==> src/rtl/clkdiv_pkg.sv <==
// Shared definitions for the clock-enable tick scheduler.
//   TAP_MAX   highest legal rate tap (period 2^(TAP_MAX+1) base ticks)
//   CNT_W     width of the shared power-of-two counter
//   SEL_W     width of a rate tap select
//   tap_mask  low-order counter bits that must all be ones for tap k to tick
package clkdiv_pkg;

    localparam int unsigned TAP_MAX = 20;
    localparam int unsigned CNT_W   = 21;
    localparam int unsigned SEL_W   = 5;

    typedef enum logic {
        S_IDLE = 1'b0,
        S_WAIT = 1'b1
    } sched_state_t;

    typedef logic [SEL_W-1:0] tap_sel_t;

    // Tap k looks at count[k:0]; only legal taps (0..TAP_MAX) are ever stored.
    function automatic logic [CNT_W-1:0] tap_mask(input tap_sel_t sel);
        return {CNT_W{1'b1}} >> (TAP_MAX - 32'(sel));
    endfunction

endpackage

==> src/rtl/tick_prescaler.sv <==
// Prescaler plus shared tick counter.
//   clock_50MHz  sole clock
//   reset        asynchronous, active-high reset
//   base_tick    registered one-cycle pulse every PRESCALE cycles
//   count        counter of base ticks, advanced on each cycle base_tick is high
module tick_prescaler
    import clkdiv_pkg::*;
#(
    parameter int unsigned PRESCALE = 24
) (
    input  logic             clock_50MHz,
    input  logic             reset,
    output logic             base_tick,
    output logic [CNT_W-1:0] count
);

    localparam int unsigned PS_W = (PRESCALE > 1) ? $clog2(PRESCALE) : 1;

    logic [PS_W-1:0]  presc_q, presc_d;
    logic             base_tick_q, base_tick_d;
    logic [CNT_W-1:0] count_q, count_d;
    logic             presc_wrap;

    always_comb begin
        presc_wrap  = (presc_q == PS_W'(PRESCALE - 1));
        presc_d     = presc_wrap ? '0 : presc_q + PS_W'(1);
        base_tick_d = presc_wrap;
        // The count advances at the end of the base_tick cycle, so decoders
        // in that cycle see the pre-increment value.
        count_d     = count_q + {{(CNT_W-1){1'b0}}, base_tick_q};
    end

    always_ff @(posedge clock_50MHz or posedge reset) begin
        if (reset) begin
            presc_q     <= '0;
            base_tick_q <= 1'b0;
            count_q     <= '0;
        end else begin
            presc_q     <= presc_d;
            base_tick_q <= base_tick_d;
            count_q     <= count_d;
        end
    end

    assign base_tick = base_tick_q;
    assign count     = count_q;

endmodule

==> src/rtl/clock_tick_scheduler.sv <==
// Single-clock tick scheduler: hands out one-cycle clock-enable ticks to
// N_CH requesters, each on its own power-of-two rate tap of a shared counter.
// Rate/enable changes are taken over a valid/ready port and applied only at
// the target channel's period boundary.
//   clock_50MHz  sole clock
//   reset        asynchronous, active-high reset
//   cfg_valid    config request valid
//   cfg_ready    scheduler can accept a config (idle)
//   cfg_ch       target channel
//   cfg_sel      rate tap k, legal 0..20
//   cfg_en       1 = run channel, 0 = stop it
//   cfg_done     one-cycle pulse after a config is applied
//   cfg_err      one-cycle pulse after a config is rejected
//   base_tick    one-cycle pulse every PRESCALE cycles
//   tick_o       per-channel one-cycle enable pulses
//   ch_active    per-channel enable register
module clock_tick_scheduler
    import clkdiv_pkg::*;
#(
    parameter int unsigned N_CH     = 4,
    parameter int unsigned PRESCALE = 24,
    parameter int unsigned CH_W     = 2
) (
    input  logic            clock_50MHz,
    input  logic            reset,
    input  logic            cfg_valid,
    output logic            cfg_ready,
    input  logic [CH_W-1:0] cfg_ch,
    input  logic [4:0]      cfg_sel,
    input  logic            cfg_en,
    output logic            cfg_done,
    output logic            cfg_err,
    output logic            base_tick,
    output logic [N_CH-1:0] tick_o,
    output logic [N_CH-1:0] ch_active
);

    logic [CNT_W-1:0] count;

    tick_prescaler #(
        .PRESCALE (PRESCALE)
    ) u_prescaler (
        .clock_50MHz (clock_50MHz),
        .reset       (reset),
        .base_tick   (base_tick),
        .count       (count)
    );

    logic [N_CH-1:0]            en_q, en_d;
    logic [N_CH-1:0][SEL_W-1:0] sel_q, sel_d;
    sched_state_t               state_q, state_d;
    logic [CH_W-1:0]            pend_ch_q, pend_ch_d;
    tap_sel_t                   pend_sel_q, pend_sel_d;
    logic                       pend_en_q, pend_en_d;
    logic                       done_q, done_d;
    logic                       err_q, err_d;
    logic                       cfg_bad;

    // Zero-latency decode of registered state; channels on the same tap
    // share the counter and therefore tick in the same cycle.
    always_comb begin
        for (int i = 0; i < int'(N_CH); i++) begin
            tick_o[i] = base_tick & en_q[i] &
                        ((count & tap_mask(sel_q[i])) == tap_mask(sel_q[i]));
        end
    end

    always_comb begin
        cfg_bad    = (cfg_sel > SEL_W'(TAP_MAX)) || (32'(cfg_ch) >= N_CH);
        state_d    = state_q;
        pend_ch_d  = pend_ch_q;
        pend_sel_d = pend_sel_q;
        pend_en_d  = pend_en_q;
        en_d       = en_q;
        sel_d      = sel_q;
        done_d     = 1'b0;
        err_d      = 1'b0;
        case (state_q)
            S_IDLE: begin
                if (cfg_valid) begin
                    if (cfg_bad) begin
                        err_d = 1'b1;
                    end else begin
                        pend_ch_d  = cfg_ch;
                        pend_sel_d = cfg_sel;
                        pend_en_d  = cfg_en;
                        state_d    = S_WAIT;
                    end
                end
            end
            S_WAIT: begin
                // A running channel switches only in its own tick cycle, so
                // the boundary tick still goes out at the old rate.
                for (int i = 0; i < int'(N_CH); i++) begin
                    if (pend_ch_q == CH_W'(i) && (!en_q[i] || tick_o[i])) begin
                        en_d[i]  = pend_en_q;
                        sel_d[i] = pend_sel_q;
                        done_d   = 1'b1;
                        state_d  = S_IDLE;
                    end
                end
            end
            default: state_d = S_IDLE;
        endcase
    end

    always_ff @(posedge clock_50MHz or posedge reset) begin
        if (reset) begin
            en_q       <= '0;
            sel_q      <= '0;
            state_q    <= S_IDLE;
            pend_ch_q  <= '0;
            pend_sel_q <= '0;
            pend_en_q  <= 1'b0;
            done_q     <= 1'b0;
            err_q      <= 1'b0;
        end else begin
            en_q       <= en_d;
            sel_q      <= sel_d;
            state_q    <= state_d;
            pend_ch_q  <= pend_ch_d;
            pend_sel_q <= pend_sel_d;
            pend_en_q  <= pend_en_d;
            done_q     <= done_d;
            err_q      <= err_d;
        end
    end

    assign cfg_ready = (state_q == S_IDLE);
    assign cfg_done  = done_q;
    assign cfg_err   = err_q;
    assign ch_active = en_q;

endmodule

==> config.mk <==
export PLATFORM = sky130hd
export DESIGN_NAME = clock_tick_scheduler
export DESIGN_NICKNAME = d
export VERILOG_FILES = /design/src/rtl/clkdiv_pkg.sv /design/src/rtl/tick_prescaler.sv /design/src/rtl/clock_tick_scheduler.sv
export SDC_FILE = /design/constraint.sdc
export NUM_CORES = 1
export LEC_CHECK = 0
export ABC_AREA = 0
export CORE_MARGIN = 2
export CORE_UTILIZATION = 47
export DETAILED_ROUTE_END_ITERATION = 16
export GPL_ROUTABILITY_DRIVEN = 0
export GPL_TIMING_DRIVEN = 0
export PLACE_DENSITY_LB_ADDON = 0.15
export REMOVE_ABC_BUFFERS = 1
export SKIP_CTS_REPAIR_TIMING = 1
export SYNTH_ARGS = -nofsm -noshare
export SYNTH_HDL_FRONTEND = slang
export SYNTH_SLANG_ARGS = --single-unit
==> constraint.sdc <==
create_clock -name clock_50MHz -period 7.2 [get_ports clock_50MHz]
set_clock_uncertainty 0.2 [all_clocks]
set_input_delay 1.44 -clock clock_50MHz [delete_from_list [all_inputs] [get_ports clock_50MHz]]
set_output_delay 1.44 -clock clock_50MHz [all_outputs]
set_load 0.01 [all_outputs]
==> out/qor.csv <==
stage,metric,value,unit
placed_design,IO Port Bufs,22,
global_route,largest net degree at the start of global routing,38,
routing,wire per inst,19.0,um
final_layout,Final Instance Area,0.00483,mm^2
logic_synthesis,Avg Synthesized Cell Area,9.04,um^2
logic_synthesis,top-count cell post-synth,dfrtp_1,
floorplanning,Die Area,0.0102,mm^2
logic_synthesis,"Cell Area, Synth",0.00442,mm^2
power,pwr dens,438,mW/mm^2
final_layout,layout cells sized above 1,10.8,%
critical_path,crit path buf inv count,2,
logic_synthesis,"Seq/Total Area, Yosys",35.1,%
logic_synthesis,Cell variety after synth,80,
floorplanning,core area,0.00920,mm^2
clock_tree,TritonCTS Sinks,62,
floorplanning,# IOs,23,
sta,FMAX,0.193,GHz
global_route,Congestion Overflow GR,0,
routing,Vias/cell,6.23,
global_route,busiest grt layer,met2,
logic_synthesis,largest area contributor in the netlist,dfrtp_1,
logic_synthesis,Main synth FF type,dfrtp_1,
routing,First-pass DRT Iterations,5,
critical_path,kind of critical path,flop to output pin,
global_route,first-pass GRT wire length,18700,um
critical_path,worst-path cell chain,inv_1 -> ha_1 -> nor2b_1 -> a21o_1 -> o211ai_1 -> a2111oi_0 -> o22ai_1 -> nor3_1 -> clkdlybuf4s50_1,
floorplanning,Die W,101,um
critical_path,CP required,5.56,ns
global_route,GR Util met2,37.8,%
final_layout,synthesis-to-layout area growth,9.23,%
floorplanning,Rows,35,
sta,RSZ-0062 raised after global routing,false,
critical_path,reg-to-reg startpoint,sel_q[10],
flow_run,Max Cap Viol,0,
global_route,initial antenna violation count,0,
logic_synthesis,synthesis-stage register bit count,62,
sta,Final Hold Fails,0,
global_route,vias in the first global route,3595,
critical_path,slowest CP cell,dfrtp_1,
sta,slew margin rel.,61.0,%
sta,fin crit period,5.19,ns
sta,slew at the pin closest to its max-slew limit,0.584,ns
critical_path,CP max stage delay,0.60,ns
sta,setup TNS,0,ns
global_route,GR Layer Usage met3,4.02,%
min_path,Worst Hold Class,flop to flop,
power,Tot Pwr,0.00212,W
sta,"Slew Viols, Final",0,
routing,vias post-DR,3746,
routing,antenna-violating nets left,0,
final_layout,number of fill cells in the layout,866,
global_route,Tot GR Track Use,24.0,%
min_path,HP Start,u_prescaler.presc_q[0],
routing,Post-route DRC,0,
final_layout,# diodes,0,
logic_synthesis,cell count after synthesis,489,
power,Max VDD drop,0.000248,V
critical_path,family with the most delay on the worst path,compound AO/OA/AOI/OAI gates,
floorplanning,DIE HEIGHT,101,um
logic_synthesis,Ys Warns,0,
clock_tree,clock root cell,clkbuf_8,
clock_tree,htree depth,3,
logic_synthesis,fraction of registers with async set/reset,100,%
run_status,status,finished clean,
sta,final setup fails,0,
clock_tree,CTS tree,yes,
routing,DRT iter0 DRCs,366,
critical_path,Critical Path Source,sel_q[10],
routing,WL final,11400,um
final_layout,post-layout util,52.5,%
floorplanning,Initial Util,48.1,%
sta,final period utilization,72.1,%
critical_path,crit path launch type,flop,
final_layout,final instance count without filler cells,601,
clock_tree,Worst-Skew Late Latency,0.35,ns
critical_path,CP Capture Type,output pin,
final_layout,multi-input logic area,0.00261,mm^2
logic_synthesis,"top cells by count, synth","dfrtp_1 (62), nand2_1 (32), a21oi_1 (30)",
logic_synthesis,Post-synth EDFFs,0,
critical_path,Max Fanout on Critical Path,12,
global_route,M1 GR Usage,32.6,%
final_layout,nets,503,
placed_design,DP Cell Count,585,
logic_synthesis,top-area cell type share of the netlist area,35.1,%
clock_tree,CTS max path bufs,2,
power,Leak,1.99,nW
placed_design,Post-DP HPWL,8280,um
placed_design,Placed Area,0.00462,mm^2
logic_synthesis,Synth area leaders,"dfrtp_1 (35%), mux2_1 (4.3%), xnor2_1 (4.0%)",
critical_path,Worst Path Arrival,3.55,ns
final_layout,Reg area,0.00155,mm^2
clock_tree,Num CTS Buffers,9,
clock_tree,Worst-path clk slew,0.07,ns
## stage by stage
| stage | hold slack [ns] | setup WS (ns) |
|---|---|---|
| 6_report | 0.274 | 2.01 |
| 5_1_grt | 0.291 | 1.76 |
| 4_1_cts | 0.274 | 2.02 |
| 3_5_place_dp | 0.265 | 2.40 |
| 3_3_place_gp | 0.258 | 2.38 |
| 2_1_floorplan | 0.233 | 3.36 |
## power breakdown
| group | internal (W) | total [W] | switching (W) |
|---|---|---|---|
| registers | 0.000441 | 0.000670 | 0.000228 |
| clock network | 0.000180 | 0.000324 | 0.000144 |
| logic | 0.000521 | 0.00112 | 0.000600 |
| total | 0.00114 | 0.00212 | 0.000972 |
## area by class of cell
| class | instances | area share (%) |
|---|---|---|
| clock buffers | 12 | 3.21 |
| clock inverters | 4 | 1.14 |
| inverters | 21 | 1.63 |
| multi-input cells | 368 | 54.0 |
| flip-flops and latches | 62 | 32.1 |
| well taps | 111 | 2.88 |
| repair buffers | 23 | 4.98 |
## logic make-up after synthesis
logic type	Yosys count	share of synthesized area, %
AND/OR/NAND/NOR	146	17.6
AO/OA/AOI/OAI	148	23.7
XOR/XNOR	29	5.75
buffers and inverters	59	5.89
flip-flops	62	35.1
multiplexers	38	9.99
adder cells (fa/ha/maj)	7	1.98
## sequential cells by signal, indices dropped and copies added, names as in the netlist
| signal | flops |
|---|---|
| cfg_done | 1 |
| cfg_err | 1 |
| ch_active | 4 |
| pend_ch_q | 2 |
| pend_en_q | 1 |
| pend_sel_q | 5 |
| sel_q | 20 |
| state_q | 1 |
| u_prescaler.base_tick | 1 |
| u_prescaler.count | 21 |
| u_prescaler.presc_q | 5 |
## layer usage
layer  up-vias  wire (um)
met5         -          0
li1       1775          -
met4         0        355
met3        26        631
met1      1814       5130
met2       131       5290
## path summary, 6_finish.rpt
path / to / slack [ns] / cells past startpoint
max in group asynchronous: u_prescaler.count[15] / 4.96 / 3
worst max register to register: sel_q[12] / 3.61 / 10
worst max-delay path: tick_o[2] / 2.01 / 9
min in group asynchronous: pend_sel_q[2] / 1.25 / 2
worst min register to register: u_prescaler.presc_q[0] / 0.27 / 1
worst min-delay path: u_prescaler.presc_q[0] / 0.27 / 1
## cells in the final DEF, fill, tap and decap left out, types with 3 or more instances in the layout
| cell type | netlist | routed |
|---|---|---|
| or2_2 | 6 | 6 |
| inv_1 | 21 | 20 |
| nand2b_1 | 12 | 12 |
| and2_1 | 8 | 8 |
| o21a_1 | 5 | 5 |
| o21ai_1 | 6 | 6 |
| a221oi_1 | 3 | 3 |
| nor3_1 | 10 | 10 |
| o21bai_1 | 3 | 3 |
| ha_1 | 7 | 7 |
| a211oi_1 | 7 | 7 |
| mux2_1 | 17 | 17 |
| clkbuf_8 | 0 | 11 |
| mux2_4 | 6 | 6 |
| o21ai_0 | 27 | 27 |
| xnor2_1 | 20 | 20 |
| xor2_1 | 9 | 9 |
| a21oi_1 | 30 | 30 |
| nor2b_1 | 10 | 10 |
| nor3b_1 | 3 | 3 |
| o22ai_1 | 7 | 7 |
| mux2i_1 | 7 | 7 |
| o221ai_1 | 3 | 3 |
| mux2_2 | 8 | 8 |
| o211ai_1 | 9 | 9 |
| clkdlybuf4s50_1 | 0 | 22 |
| a31oi_1 | 5 | 5 |
| a211o_1 | 3 | 3 |
| and3_1 | 10 | 10 |
| nand4_1 | 4 | 4 |
| nor4_1 | 4 | 4 |
| nand3_1 | 10 | 10 |
| o31ai_1 | 4 | 4 |
| nand2_1 | 32 | 32 |
| nor2_1 | 25 | 25 |
| dfrtp_1 | 62 | 62 |
Note: power is estimated with default switching activity, not from simulation.
